==> config.mk <==
export PLATFORM = sky130hd
export DESIGN_NAME = sync_fifo
export DESIGN_NICKNAME = d
export VERILOG_FILES = /design/src/rtl/fifo_pkg.sv /design/src/rtl/fifo_memory_array.sv /design/src/rtl/sync_fifo.sv
export SDC_FILE = /design/constraint.sdc
export NUM_CORES = 2
export LEC_CHECK = 0
export ABC_AREA = 1
export ABC_CLOCK_PERIOD_IN_PS = 3900
export CAP_MARGIN = 20
export CORE_MARGIN = 2
export CORE_UTILIZATION = 55
export DETAILED_ROUTE_END_ITERATION = 6
export GPL_ROUTABILITY_DRIVEN = 0
export HOLD_SLACK_MARGIN = 0.02
export PLACE_DENSITY = 0.82
export RECOVER_POWER = 100
export SETUP_SLACK_MARGIN = 0.02
export SYNTH_ARGS = -nofsm -noshare
export SYNTH_HDL_FRONTEND = slang
export SYNTH_SLANG_ARGS = --single-unit
==> constraint.sdc <==
create_clock -name clock -period 3.9 [get_ports clock]
set_input_delay 0.39 -clock clock [delete_from_list [all_inputs] [get_ports clock]]
set_output_delay 0.39 -clock clock [all_outputs]
set_load 0.02 [all_outputs]
==> src/rtl/fifo_pkg.sv <==
// Shared constants for the single-clock FIFO.
// Defaults for width, depth, pointer width and watermark levels.
package fifo_pkg;

  localparam int FIFO_DATA_WIDTH   = 16;
  localparam int FIFO_ADDR_WIDTH   = 7;
  localparam int FIFO_PTR_WIDTH    = FIFO_ADDR_WIDTH + 1;
  localparam int FIFO_ALMOST_FULL  = 120;
  localparam int FIFO_ALMOST_EMPTY = 8;

endpackage

==> src/rtl/fifo_memory_array.sv <==
// Simple dual-port storage: synchronous write, combinational read.
// Contents are not reset.
module fifo_memory_array
  import fifo_pkg::*;
#(
  parameter int DATA_WIDTH = FIFO_DATA_WIDTH,
  parameter int ADDR_WIDTH = FIFO_ADDR_WIDTH
) (
  input  logic                  i_clk,
  input  logic                  i_we,
  input  logic [ADDR_WIDTH-1:0] i_waddr,
  input  logic [DATA_WIDTH-1:0] i_wdata,
  input  logic [ADDR_WIDTH-1:0] i_raddr,
  output logic [DATA_WIDTH-1:0] o_rdata
);

  localparam int DEPTH = 1 << ADDR_WIDTH;

  logic [DATA_WIDTH-1:0] r_mem [DEPTH];

  always_ff @(posedge i_clk) begin
    if (i_we) begin
      r_mem[i_waddr] <= i_wdata;
    end
  end

  assign o_rdata = r_mem[i_raddr];

endmodule

==> src/rtl/sync_fifo.sv <==
// Single-clock FIFO with registered read data and registered status flags.
// Define SYNC_FIFO_ERROR_FLAGS_EN to add sticky overflow/underflow flags.
module sync_fifo
  import fifo_pkg::*;
#(
  parameter int DATA_WIDTH         = FIFO_DATA_WIDTH,
  parameter int ADDR_WIDTH         = FIFO_ADDR_WIDTH,
  parameter int ALMOST_FULL_LEVEL  = FIFO_ALMOST_FULL,
  parameter int ALMOST_EMPTY_LEVEL = FIFO_ALMOST_EMPTY
) (
  input  logic                  clock,
  input  logic                  reset_n,
  input  logic                  write_enable,
  input  logic [DATA_WIDTH-1:0] write_data,
  input  logic                  read_enable,
  output logic [DATA_WIDTH-1:0] read_data,
  output logic                  read_valid,
  output logic                  full,
  output logic                  empty,
  output logic                  almost_full,
  output logic                  almost_empty,
`ifdef SYNC_FIFO_ERROR_FLAGS_EN
  input  logic                  clear_errors,
  output logic                  overflow,
  output logic                  underflow,
`endif
  output logic [ADDR_WIDTH:0]   word_count
);

  localparam int PTR_W = ADDR_WIDTH + 1;
  localparam logic [PTR_W-1:0] DEPTH_C = PTR_W'(1) << ADDR_WIDTH;
  localparam logic [PTR_W-1:0] AF_LVL  = PTR_W'(ALMOST_FULL_LEVEL);
  localparam logic [PTR_W-1:0] AE_LVL  = PTR_W'(ALMOST_EMPTY_LEVEL);

  logic [PTR_W-1:0]      r_wr_ptr;
  logic [PTR_W-1:0]      r_rd_ptr;
  logic [PTR_W-1:0]      r_count;
  logic                  r_full;
  logic                  r_empty;
  logic                  r_afull;
  logic                  r_aempty;
  logic [DATA_WIDTH-1:0] r_rd_data;
  logic                  r_rd_valid;

  logic                  w_wr_acc;
  logic                  w_rd_acc;
  logic [PTR_W-1:0]      w_wr_nxt;
  logic [PTR_W-1:0]      w_rd_nxt;
  logic [PTR_W-1:0]      w_cnt_nxt;
  logic [DATA_WIDTH-1:0] w_mem_rdata;

  assign w_wr_acc = write_enable & ~r_full;
  assign w_rd_acc = read_enable & ~r_empty;
  assign w_wr_nxt = r_wr_ptr + PTR_W'(w_wr_acc);
  assign w_rd_nxt = r_rd_ptr + PTR_W'(w_rd_acc);
  // Wrap bit makes the pointer difference the exact occupancy 0..depth
  assign w_cnt_nxt = w_wr_nxt - w_rd_nxt;

  fifo_memory_array #(
    .DATA_WIDTH (DATA_WIDTH),
    .ADDR_WIDTH (ADDR_WIDTH)
  ) u_mem (
    .i_clk   (clock),
    .i_we    (w_wr_acc),
    .i_waddr (r_wr_ptr[ADDR_WIDTH-1:0]),
    .i_wdata (write_data),
    .i_raddr (r_rd_ptr[ADDR_WIDTH-1:0]),
    .o_rdata (w_mem_rdata)
  );

  always_ff @(posedge clock or negedge reset_n) begin
    if (!reset_n) begin
      r_wr_ptr   <= '0;
      r_rd_ptr   <= '0;
      r_count    <= '0;
      r_full     <= 1'b0;
      r_empty    <= 1'b1;
      r_afull    <= 1'b0;
      r_aempty   <= 1'b1;
      r_rd_data  <= '0;
      r_rd_valid <= 1'b0;
    end else begin
      r_wr_ptr   <= w_wr_nxt;
      r_rd_ptr   <= w_rd_nxt;
      r_count    <= w_cnt_nxt;
      r_full     <= (w_cnt_nxt == DEPTH_C);
      r_empty    <= (w_cnt_nxt == '0);
      r_afull    <= (w_cnt_nxt >= AF_LVL);
      r_aempty   <= (w_cnt_nxt <= AE_LVL);
      r_rd_valid <= w_rd_acc;
      if (w_rd_acc) begin
        r_rd_data <= w_mem_rdata;
      end
    end
  end

`ifdef SYNC_FIFO_ERROR_FLAGS_EN
  logic r_ovf;
  logic r_unf;

  // A fresh error wins over a same-cycle clear
  always_ff @(posedge clock or negedge reset_n) begin
    if (!reset_n) begin
      r_ovf <= 1'b0;
      r_unf <= 1'b0;
    end else begin
      r_ovf <= (r_ovf & ~clear_errors) | (write_enable & r_full);
      r_unf <= (r_unf & ~clear_errors) | (read_enable & r_empty);
    end
  end

  assign overflow  = r_ovf;
  assign underflow = r_unf;
`endif

  assign read_data    = r_rd_data;
  assign read_valid   = r_rd_valid;
  assign full         = r_full;
  assign empty        = r_empty;
  assign almost_full  = r_afull;
  assign almost_empty = r_aempty;
  assign word_count   = r_count;

endmodule

After elaboration in Yosys (flattened, before gate mapping)
Memory sizes are Yosys's and may differ from the RTL's. A register that Yosys moved wholly into a read port is not among the register bits.
Cells that the tools add are included.
{ "totals": {"reg_bits": 29, "ram_bits": 2048, "in_bits": 20, "out_inout_bits": 29, "wordCells": 23, "memories": 1} }
{ "classes": {"n_addsub": 3, "magnitude_cmp": 2, "n_eq_ne": 1, "muxes": 2, "n_bitwise": 4, "reduce_logical": 2} }
{ "memory_table": {"columns": ["memory", "depth", "word_bits", "rd", "rd_ports_with_merged_regs", "wr", "line", "rtl"], "rows": [
  ["u_mem.r_mem", 128, 16, 1, 1, 1, "fifo_memory_array.sv:19", "logic [DATA_WIDTH-1:0] r_mem [DEPTH];"]
]} }
{ "ops": {"columns": ["op", "count"], "rows": [
  ["8-bit by 1-bit adder with 8-bit output", 2],
  ["8-bit == test, second input constant", 1],
  ["8-bit by 7-bit >= comparator with 1-bit output, second input constant", 1],
  ["8-bit by 4-bit <= comparator with 1-bit output, second input constant", 1],
  ["8-bit zero test", 1],
  ["8-bit subtractor", 1],
  ["1-bit bitwise AND", 2],
  ["1-bit two-way mux", 2],
  ["1-bit NOT", 2],
  ["1-bit zero test", 1]
]} }

Depth between registers and ports, before layout
{ "depth": {"ltp_word": 5, "depth_mapped": 19, "ltp_nobuf": 18} }

Hierarchy
From an unflattened synthesis, not the netlist that was laid out.
{ "hier_totals": {"hier_cells": 7012, "hier_area_um2": 84693.7} }
{ "by_module_without_submodules": {"columns": ["module", "n_inst", "cells_per_inst", "area_each_um2", "seq_area_each_um2"], "rows": [
  ["fifo_memory_array", 1, 6777, 82507.9, 61499.0],
  ["sync_fifo", 1, 235, 2185.8, 1128.6]
]} }

Worst setup path after synthesis
Ideal clock, no wire load.
{ "synth_path": {"kind": "flip-flop to flip-flop", "start": "register r_empty (netlist: empty)", "end": "register r_full (netlist: full)", "setup_time_ns": 0.116, "arrival_time_ns": 2.841, "required_ns": 3.784, "setup_slack_ns": 0.944, "stages_incl_launch_ff": 17, "path_buffers": 1, "synth_period_minus_slack_ns": 2.956, "path_cell_list": "dfstp_2 nor2_1 buf_2 ha_1 ha_1 xor2_1 inv_1 ha_1 nand2_1 o21ai_0 nand3_1 nand2_1 xor2_1 nor2_1 and2_1 nand2_1 nor2_1"} }
{ "synth_via": {"elab_chain_cells": 5} }
{ "synth_rtl": {"columns": ["item", "line", "rtl"], "rows": [
  ["start: declaration", "sync_fifo.sv:39", "logic r_empty;"],
  ["start signal: assignment", "sync_fifo.sv:87", "r_empty <= (w_cnt_nxt == '0);"],
  ["1-bit NOT", "sync_fifo.sv:53", "assign w_rd_acc = read_enable & ~r_empty;"],
  ["1-bit bitwise AND", "sync_fifo.sv:53", null],
  ["net w_rd_acc", "sync_fifo.sv:46", "logic w_rd_acc;"],
  ["8-bit by 1-bit adder with 8-bit output", "sync_fifo.sv:55", "assign w_rd_nxt = r_rd_ptr + PTR_W'(w_rd_acc);"],
  ["net w_rd_nxt[2]", "sync_fifo.sv:48", "logic [PTR_W-1:0] w_rd_nxt;"],
  ["8-bit subtractor", "sync_fifo.sv:57", "assign w_cnt_nxt = w_wr_nxt - w_rd_nxt;"],
  ["net w_cnt_nxt[5]", "sync_fifo.sv:49", "logic [PTR_W-1:0] w_cnt_nxt;"],
  ["8-bit == test", "sync_fifo.sv:86", "r_full <= (w_cnt_nxt == DEPTH_C);"],
  ["end signal: assignment", "sync_fifo.sv:86", null],
  ["end: declaration", "sync_fifo.sv:38", "logic r_full;"]
]} }
The timed path passes the listed nets, and every way through them passes these cells.

Worst setup path after layout
{ "layout_path": {"start": "register r_full (netlist: full)", "end": "memory u_mem.r_mem[114][2] (netlist name) (enable)"} }
{ "layout_via": {"elab_chain_cells": 4} }
{ "layout_rtl": {"columns": ["item", "line", "rtl"], "rows": [
  ["1-bit NOT", "sync_fifo.sv:52", "assign w_wr_acc = write_enable & ~r_full;"],
  ["1-bit bitwise AND", "sync_fifo.sv:52", null],
  ["1-bit two-way mux", "fifo_memory_array.sv:22", "if (i_we) begin"],
  ["1-bit two-way mux (not written as such)", "fifo_memory_array.sv:23", "r_mem[i_waddr] <= i_wdata;"],
  ["end: declaration", "fifo_memory_array.sv:19", null]
]} }
Every way passes these cells.

==> results.yml <==
worst_setup_path:
  r2r-end: "u_mem.r_mem[114][2]"
  worstPathArrival_ns: 4.23
  r2r_slack_ns: 0.11
  reg2regPathDepth: 6
  cp-endpoint: "u_mem.r_mem[114][2]"
  cpMaxStageDelayCell: "clkbuf_1"
  cp_num_buf_inv: 3
  cp.depth: 6
  critical_path_class: "reg2reg"
  cp_top_family: "buffers and inverters"
  critPathMaxStageDelay_ns: 0.71
  crit_path_frequent_cell: "clkbuf_1"
  timing.rr.start: "full"
  crit_start: "full"
  worstPathRequired_ns: 4.34
  critical_path.cell_chain: "nor2_2 -> clkbuf_1 -> nand2_1 -> clkbuf_1 -> nor2_1 -> clkbuf_1"
  critPathMaxFanout: 12
  crit_path_end_kind: "flip-flop"
  cp-start-kind: "flip-flop"
synth:
  synth_cell_types: 31
  avgSynthCellArea_um2: 12.1
  synth_nets: 7011
  netlist_instances: 6979
  synth_flop_cell: "edfxtp_1"
  ys_ff_latch: 2093
  synth_edf_count: 2048
  ys_seq_area_frac: 0.741
  yosysWarnings: 0
  async_flop_share: 0.0215
  syn_area_um2: 84500
cells_and_area:
  fillers: 10653
  final_cell_mix: "nand2_1 (2151), edfxtp_1 (2048), nand3_1 (2024)"
  final_common_cell: "nand2_1"
  final_cell_area_um2: 93000
  area_delta_synth_final_pct: 10.1
  nNetsFinal: 7080
  drive_above_1_share: 0.0633
place:
  dp_hpwl_mm: 129
  postPlaceCellArea_um2: 87700
  portBuffers: 48
clock_tree:
  cts.sinks: 2093
  numCtsBuffers: 191
  cts_root_buf: "clkbuf_16"
  tritoncts: "done"
  clockBufferDepth: 3
  clk_latency_ns: 0.84
  clk_pin_slew_ns: 0.07
  ctsHtreeMaxLevel: 4
  post-cts-setup-buffer-count: 0
run:
  drv_cap: 19
timing:
  final_hold_viol_count: 0
  rsz0062_at_grt: "no"
  relSlewSlack: -1.76
  finalMaxSlewViolations: 1166
  worstMarginPinSlew_ns: 4.14
  max_freq_mhz: 264
  tns_ns: 0
  fin_crit_ns: 3.79
  post-route-period-util: 0.973
  fin_skew_ns: 0.0386
  setup_viol: 0
status:
  violations: "design-rule violations, max-capacitance violations, max-slew violations"
  run_status: "finished with violations"
global_routing:
  grt_antenna_before_repair: 10
  grt_pass1_vias: 56266
  grt_pass1_wl_mm: 342
  grtUsageTotal: 0.290
  grt_max_degree: 181
  globalRouteOverflowTotal: 0
pwr:
  powerDensity_nw_per_um2: 738
  ir_drop_mv: 0.782
  leakage_nw: 32.6
floorplanning:
  ios: 49
  dieArea_um2: 157000
  die-height_um: 396
  initial_utilization: 0.555
  die_w_um: 396
  num_rows: 143
  core-area_um2: 152000
min_path:
  worstHoldStart: "read_enable"
  hold_path_class: "in2reg"
route:
  drcViolationCount: 9
  firstDrtPassIters: 7
  vias_per_cell: 6.32
  vias: 58386
  wirelength_mm: 231
  detail-route-antenna-nets: 0
  routedWlPerCell_um: 25.1
  first_iter_violations: 10425
-- final cells by class --
cell class / count / area, µm² / share of cell area
clock buffers: 249 / 5160 / 0.0555
diodes: 2 / 5.00 / 0.0000538
inverters: 46 / 206 / 0.00222
well taps: 2030 / 2540 / 0.0273
repair buffers: 337 / 2410 / 0.0259
flip-flops and latches: 2093 / 62600 / 0.673
clock inverters: 104 / 865 / 0.00929
multi-input cells: 4379 / 19200 / 0.206
-- cell families after synthesis --
kind of cell    after synthesis  synth area share
simple gates               4342             0.223
fa+ha+maj                    12           0.00187
flops                      2093             0.741
xor+xnor                     18           0.00204
compound gates                7          0.000474
buf+inv                     507            0.0314
-- where the power goes --
group | switching, mW | internal [mW] | total (mW)
sequential | 0.571 | 25.3 | 25.9
combinational | 18.1 | 6.47 | 24.6
clock | 8.12 | 10.1 | 18.2
total | 26.8 | 41.9 | 68.6
-- timing repair --
| action | 4_1_cts | 5_1_grt |
|---|---|---|
| hold buffers | 1 | 3 |
| endpoints found under the setup margin | 0 | 3 |
| gates resized for setup | 0 | 1 |
| hold endpoints to repair | 43 | 27 |
-- cell usage after synthesis, drive strengths merged (2+ instances only) --
master / number / area share
edfxtp: 2048 / 0.73
nand3: 2024 / 0.12
xor2: 12 / 0.0012
inv: 46 / 0.0021
clkbuf: 63 / 0.0028
xnor2: 6 / 0.00080
nand2: 2152 / 0.096
a21oi: 4 / 0.00024
buf: 398 / 0.026
ha: 11 / 0.0016
dfstp: 2 / 0.00062
nor2: 155 / 0.0069
dfrtp: 43 / 0.013
nor3: 8 / 0.00047
-- layer usage --
layer  wire [µm]  global-route usage
met5         121                   0
met4       13400               0.153
met3       33700              0.0793
met2      107000               0.451
met1       77100               0.375
-- registers in the layout, indices dropped and copies added (netlist names) --
| register | cells |
|---|---|
| full | 1 |
| read_data | 16 |
| almost_full | 1 |
| r_rd_ptr | 8 |
| almost_empty | 1 |
| r_wr_ptr | 8 |
| empty | 1 |
| read_valid | 1 |
| word_count | 8 |
| u_mem.r_mem | 2048 |
-- worst reg2reg max path: cells and delay by family, from the launching register on --
kind / cells / cell delay [ns]
buffers and inverters: 3 / 1.81
and+or+nand+nor: 3 / 1.02
DFF: 1 / 0.56
-- worst min path at each step --
stage / to / slack, ns / cells past startpoint
6_report: r_rd_ptr[0] / 0.44 / 4
5_1_grt: r_rd_ptr[0] / 0.44 / 4
4_1_cts: u_mem.r_mem[100][10] / 0.10 / 1
3_5_place_dp: read_data[6] / 0.49 / 2
3_3_place_gp: read_data[5] / 0.47 / 2
2_1_floorplan: almost_full / 0.09 / 0
-- metrics by stage --
step | setup WS, ns | utilization | cells | total power, mW | hold slack [ns]
after floorplan | 0.944 | - | 6979 | 41.5 | 0.0944
after global placement | 0.139 | 0.576 | 8878 | 48.8 | 0.465
after detailed placement | 0.0331 | 0.576 | 8878 | 49.6 | 0.489
after CTS | 0.343 | 0.615 | 9232 | 67.8 | 0.101
after global routing | 0.121 | 0.611 | 9238 | 70.9 | 0.441
final | 0.105 | 0.611 | 9240 | 68.6 | 0.441
Note: power is estimated with default switching activity, not from simulation.
